### config.mk
export PLATFORM = sky130hd
export DESIGN_NAME = perf_ctrl
export DESIGN_NICKNAME = d
export VERILOG_FILES = /design/src/rtl/perf_ctrl.sv
export SDC_FILE = /design/constraint.sdc
export NUM_CORES = 1
export LEC_CHECK = 0
export ABC_CLOCK_PERIOD_IN_PS = 2500
export CORE_MARGIN = 2
export CORE_UTILIZATION = 40
export CTS_CLUSTER_SIZE = 20
export DETAILED_ROUTE_END_ITERATION = 8
export PLACE_DENSITY = 0.67
export SLEW_MARGIN = 40
export SYNTH_ARGS = -nofsm -noshare
export SYNTH_HDL_FRONTEND = slang
export SYNTH_SLANG_ARGS = --single-unit
### constraint.sdc
create_clock -name clk -period 2.5 [get_ports clk]
set_clock_uncertainty 0.1 [all_clocks]
set_input_delay 0.625 -clock clk [delete_from_list [all_inputs] [get_ports clk]]
set_output_delay 0.625 -clock clk [all_outputs]
set_load 0.02 [all_outputs]
### src/rtl/perf_ctrl.sv
// Start/stop controller for a performance counter, with a two-edge delayed snapshot and a host read port.
// Define PERF_SAT_EN to end a session automatically when a counter saturates; ovf then reports it.
module perf_ctrl #(
   parameter int CNT_W = 16
) (
   input  logic             clk,
   input  logic             rst,
   input  logic             start_id,
   input  logic             start_wb,
   input  logic             stop_wb,
   input  logic             flush,
   input  logic [CNT_W-1:0] instr_cnt,
   input  logic [CNT_W-1:0] cycle_cnt,
   input  logic             rd_req,
   input  logic             rd_sel,
   output logic             str_ccnt,
   output logic             str_icnt,
   output logic             stp_cnt,
   output logic             busy,
   output logic             snap_vld,
   output logic             rd_ack,
   output logic [CNT_W-1:0] rd_data,
   output logic             ovf
);

   typedef enum logic [1:0] {
      IDLE  = 2'd0,
      ARMED = 2'd1,
      RUN   = 2'd2,
      DONE  = 2'd3
   } state_t;

   state_t           state;
   state_t           state_nxt;
   logic             str_ccnt_nxt;
   logic             str_icnt_nxt;
   logic             stp_cnt_nxt;
   logic             cap_set;
   logic             clr_vld;
   logic             cap_pend;
   logic             cap_go;
   logic             rd_req_q;
   logic             sat;
   logic [CNT_W-1:0] snap_instr;
   logic [CNT_W-1:0] snap_cycle;

`ifdef PERF_SAT_EN
   assign sat = (&cycle_cnt) | (&instr_cnt);

   // Sticky until the next accepted start_id, which is exactly when str_ccnt is about to fire.
   always_ff @(posedge clk or negedge rst) begin
      if (!rst) begin
         ovf <= 1'b0;
      end else if ((state == RUN) && sat) begin
         ovf <= 1'b1;
      end else if (str_ccnt_nxt) begin
         ovf <= 1'b0;
      end
   end
`else
   assign sat = 1'b0;
   assign ovf = 1'b0;
`endif

   always_comb begin
      state_nxt    = state;
      str_ccnt_nxt = 1'b0;
      str_icnt_nxt = 1'b0;
      stp_cnt_nxt  = 1'b0;
      cap_set      = 1'b0;
      clr_vld      = 1'b0;
      case (state)
         IDLE: begin
            if (start_id) begin
               state_nxt    = ARMED;
               str_ccnt_nxt = 1'b1;
            end
         end
         DONE: begin
            if (start_id) begin
               state_nxt    = ARMED;
               str_ccnt_nxt = 1'b1;
               clr_vld      = 1'b1;
            end
         end
         ARMED: begin
            if (flush || stop_wb) begin
               state_nxt   = IDLE;
               stp_cnt_nxt = 1'b1;
            end else if (start_wb) begin
               state_nxt    = RUN;
               str_icnt_nxt = 1'b1;
            end
         end
         RUN: begin
            if (stop_wb || sat) begin
               state_nxt   = DONE;
               stp_cnt_nxt = 1'b1;
               cap_set     = 1'b1;
            end
         end
         default: state_nxt = IDLE;
      endcase
   end

   // cap_pend/cap_go delay the snapshot two edges so the counter has seen stp_cnt and frozen.
   always_ff @(posedge clk or negedge rst) begin
      if (!rst) begin
         state    <= IDLE;
         str_ccnt <= 1'b0;
         str_icnt <= 1'b0;
         stp_cnt  <= 1'b0;
         busy     <= 1'b0;
         cap_pend <= 1'b0;
         cap_go   <= 1'b0;
      end else begin
         state    <= state_nxt;
         str_ccnt <= str_ccnt_nxt;
         str_icnt <= str_icnt_nxt;
         stp_cnt  <= stp_cnt_nxt;
         busy     <= (state_nxt == ARMED) || (state_nxt == RUN);
         cap_pend <= cap_set;
         cap_go   <= cap_pend & ~clr_vld;
      end
   end

   always_ff @(posedge clk or negedge rst) begin
      if (!rst) begin
         snap_vld   <= 1'b0;
         snap_instr <= '0;
         snap_cycle <= '0;
      end else if (clr_vld) begin
         snap_vld <= 1'b0;
      end else if (cap_go) begin
         snap_vld   <= 1'b1;
         snap_instr <= instr_cnt;
         snap_cycle <= cycle_cnt;
      end
   end

   // One ack per rd_req assertion: only a low-to-high transition is acknowledged.
   always_ff @(posedge clk or negedge rst) begin
      if (!rst) begin
         rd_req_q <= 1'b0;
         rd_ack   <= 1'b0;
         rd_data  <= '0;
      end else begin
         rd_req_q <= rd_req;
         if (rd_req && !rd_req_q) begin
            rd_ack <= 1'b1;
            if (snap_vld) begin
               rd_data <= rd_sel ? snap_cycle : snap_instr;
            end else begin
               rd_data <= rd_sel ? cycle_cnt : instr_cnt;
            end
         end else begin
            rd_ack  <= 1'b0;
            rd_data <= '0;
         end
      end
   end

endmodule
After elaboration in Yosys (flattened, before gate mapping)
Index checks and enable logic that the tools add are counted.

word-level totals
  flip-flop bits (word level) = 59
  input port bits = 40
  output and inout bits = 23
  logic and storage cells = 50

cells by class
  eq/ne operators = 5
  muxes and demuxes = 22
  bitwise logic cells = 2
  reduce and logical (&&, ||, !) cells = 8

operators by type and width
  operator                                                               number
  16-bit two-way mux                                                     4
  1-bit two-way mux                                                      12
  2-bit two-way mux                                                      4
  2-bit equality test, second input constant                             3
  2-bit one-hot mux with 3 select lines                                  1
  2-bit by 1-bit equality test with 1-bit output, second input constant  2
  2-bit logical NOT                                                      1
  1-bit logical OR                                                       2
  1-bit one-hot mux with 2 select lines                                  1
  2-bit AND reduction                                                    1
  2-bit nonzero test                                                     1
  2-bit OR reduction                                                     1
  1-bit bitwise AND                                                      1
  1-bit logical AND                                                      1
  1-bit logical NOT                                                      1
  1-bit NOT                                                              1

Logic depth before layout (Yosys ltp)
  word-level depth = 5
  gate-level depth with buffers = 6
  mapped depth without buffers = 6

Least setup slack after synthesis
Ideal clock, no wire load.

  path type = in2reg
  from = in rd_sel
  to = reg rd_data[10]
  library setup time = 136 ps
  data arrival time = 1504 ps
  required time = 2264 ps
  path slack = 760 ps
  cell stages on the path = 4
  path buffers = 2
  cells stage by stage = buf_6 > buf_12 > mux4_2 > nor2b_1

between the ends
  word-level cells in the longest chain between the ends = 3
  elaborated cells on any way between the ends = 4
  those cells by class = 4 x mux

RTL lines
  what                                   line      text
  start, declared                        15        input logic rd_sel,
  16-bit two-way mux (on tied branches)  154, 152
  16-bit two-way mux (*)                 151       if (snap_vld) begin
  16-bit two-way mux (*)                 149       if (rd_req && !rd_req_q) begin
  end signal, assigned                   152       rd_data <= rd_sel ? snap_cycle : snap_instr;
  end signal, assigned                   154       rd_data <= rd_sel ? cycle_cnt : instr_cnt;
  end, declared                          22        output logic [CNT_W-1:0] rd_data,

Mark *: on every way between the ends. The rest lies on a longest branch, timed or not.
A chain may end at the register's enable or synchronous reset.

Worst setup path after layout
  from = reg snap_vld
  to = out snap_vld

RTL lines
  what                    line  text
  start, declared         20    output logic snap_vld,
  start signal, assigned  129   snap_vld <= 1'b0;
  start signal, assigned  133   snap_vld <= 1'b0;
  start signal, assigned  135   snap_vld <= 1'b1;

No word-level cell between the ends.

==> reports/metrics.cfg <==
[global_route]
grt_max_degree=33
grt_pass1_wl_um=8080
grt_util_met2_pct=21.9
grtUsageTotal_pct=14.8
grt_pass1_vias=1629
antenna_found_initial=0
grtUsageMet1_pct=20.5
grt_overflow=0
grt_util_met3_pct=4.06
busiest_layer=met2

[floorplanning]
fp.dieH_um=84.1
row_count=29
die_w_um=84.1
io_pins=63
start_util_pct=40.9
core_um2=6280
die_area_um2=7080

[clock_tree]
ctsLongestPathBuffers=2
clk_pin_slew_worst_paths_ns=0.07
cts_setup_buffers=0
htree_levels=3
cts_buffers=9
clkSinkCount=59
root_buffer=clkbuf_8
cts_tree=done
cts_resized=0
clk_latency_ns=0.33
cts_hold_buf=0

[pwr]
power.switching_uw=981
seqPwrFrac_pct=41.5
intPower_uw=2550
clockPowerShare_pct=25.7
power_frac_comb_pct=32.8
ir_drop_uv=532
switching_share_pct=27.8
p_per_area_nw_per_um2=1000
leakage_uw=0.00149

[placed_design]
port_buffers=61
hpwl_um=3330
gp_congestion=0.719

[outcome]
status=finished clean

[synth]
ys_types=28
yosysSeqAreaShare_pct=57.5
netlist.area_leader.share_pct=57.5
synth.area.top_cells=dfrtp_1, mux2_1, mux4_2
netlist.top_cell.by_area=dfrtp_1
syn-mean-instance-area_um2=16.0
synthesis.instances=160
yosysWarnings=0
ys_ff_latch=59
synth_nets=203
synth_area_um2=2570

[worst_setup_path]
required_ns=1.77
startpoint_type=flop
cp_top_family=buffers and inverters
end_kind=output port
worst-path-buf-inv=1
setup.worst_path.class=flop to output port
slowest_delay_ns=0.63
cp_cell_sequence=clkdlybuf4s50_1
crit_arrival_ns=1.30
crit_slowest_cell=clkdlybuf4s50_1
path_max_fanout=2

[drt]
drt_iter0_drc=53
ant_nets=0
wl_um=4740
drtPass1Iterations=4
vias=1547
drc=0
via_per_inst=4.94
routedWlPerCell_um=15.1

[cells_and_area]
finalNetCount=274
drive_above_1_share_pct=18.6
syn_to_final_growth_pct=37.1
insertedDiodeCount=0
final_util_pct=56.1

[hold_path]
worst_hold_path_type=input pin to asynchronous set/reset pin

[flow_run]
cap_violations=0

[sta]
fmax_mhz=493
slew_headroom_pct=63.2
slew_violations=0
worst_slew_pin_slew_ns=0.552
setup_viol=0
finalHoldViolations=0
grt_setup_unrepaired=no
fin_crit_sh_pct=81.2
fin_tns_setup_ns=0
fin_crit_ns=2.03

## placed cells by master (no fill, tap or decap)
cell,n
mux2_1,32
inv_1,3
o311a_1,1
conb_1,1
buf_2,1
dfrtp_1,59
buf_4,5
nor2b_4,2
clkdlybuf4s50_1,60
buf_12,3
a21boi_0,1
clkbuf_8,12
a21boi_4,1
and2_1,3
xor2_1,1
ha_1,3
nor2b_1,14
nor3b_2,1
a21oi_1,2
clkbuf_1,1
nand2_1,1
nand2b_1,1
or3_1,1
nand3_1,1
clkinvlp_4,2
o211ai_1,1
mux4_2,16
nor2_1,2
bufinv_16,1
o21ai_0,3
o21ai_1,1
## state kept, by name, summed over array words and instances (netlist names)
| register | cells |
|---|---|
| state | 2 |
| stp_cnt | 1 |
| cap_go | 1 |
| rd_req_q | 1 |
| str_icnt | 1 |
| snap_cycle | 16 |
| snap_instr | 16 |
| rd_data | 16 |
| busy | 1 |
| cap_pend | 1 |
| snap_vld | 1 |
| rd_ack | 1 |
| str_ccnt | 1 |
## final timing paths
| path | startpoint | to | slack, ns | cells after the start |
|---|---|---|---|---|
| hold / removal | rst | snap_cycle[7] | 0.18 | 1 |
| max in group asynchronous | rst | state[1] | 1.59 | 2 |
| setup reg to reg | state[0] | snap_instr[12] | 0.77 | 4 |
| min in group clk | snap_instr[6] | snap_instr[6] | 0.38 | 1 |
| hold reg to reg | snap_instr[6] | snap_instr[6] | 0.38 | 1 |
| setup / recovery | snap_vld | snap_vld | 0.47 | 1 |
## power by group through the flow
stage | clock (uW) | combinational, uW | sequential (uW)
floorplan | 0 | 714 | 1530
global placement | 0 | 1150 | 1470
detailed placement | 0 | 1170 | 1480
CTS | 934 | 1180 | 1470
global route | 982 | 1260 | 1510
finish | 906 | 1160 | 1470
## final cells by class
class | instances | area (um2)
tap | 77 | 96.3
inverter | 3 | 11.3
fill | 501 | 2760
sequential | 59 | 1480
timing repair buffer | 69 | 703
clock inverter | 3 | 45.0
clock buffer | 13 | 169
multi-input combinational | 89 | 1020
## metrics by stage
| step | cells | hold slack [ns] | worst slack [ns] | power, uW | area (um2) |
|---|---|---|---|---|---|
| 2_1_floorplan | 160 | 0.229 | 0.760 | 2240 | 2570 |
| 3_3_place_gp | 297 | 0.362 | 0.290 | 2610 | 3310 |
| 3_5_place_dp | 297 | 0.371 | 0.273 | 2660 | 3310 |
| 4_1_cts | 313 | 0.182 | 0.443 | 3580 | 3520 |
| 5_1_grt | 313 | 0.202 | 0.415 | 3760 | 3520 |
| 6_report | 313 | 0.177 | 0.471 | 3530 | 3520 |
## cell usage after synthesis
| cell type | count |
|---|---|
| o21ai_0 | 3 |
| or3_1 | 1 |
| nor2b_1 | 14 |
| nand2b_1 | 1 |
| inv_1 | 3 |
| nor2b_4 | 2 |
| and2_1 | 3 |
| buf_6 | 1 |
| nor3b_2 | 1 |
| mux4_2 | 16 |
| o311a_1 | 1 |
| conb_1 | 1 |
| o211ai_1 | 1 |
| buf_2 | 5 |
| a21boi_2 | 1 |
| ha_1 | 3 |
| nor2_1 | 2 |
| buf_12 | 1 |
| buf_4 | 1 |
| o21ai_1 | 1 |
| nand3_1 | 1 |
| buf_1 | 1 |
| a21boi_0 | 1 |
| dfrtp_1 | 59 |
| a21oi_1 | 2 |
| mux2_1 | 32 |
| nand2_1 | 1 |
| xor2_1 | 1 |
## metal layers
metal  routed length [um]  share of wire, %
met1                 2160                46
met2                 2210                47
met3                  276               5.8
met4                   92               1.9
met5                    0                 0
## kinds of logic after synthesis
logic type / after synthesis / share of synthesized area (%)
AO/OA/AOI/OAI: 10 / 2.58
XOR/XNOR: 1 / 0.341
adder cells (fa/ha/maj): 3 / 1.46
buffers and inverters: 12 / 3.07
flip-flops: 59 / 57.5
multiplexers: 48 / 28.1
other: 1 / 0.146
AND/OR/NAND/NOR: 26 / 6.82
Note: power is estimated with default switching activity, not from simulation.
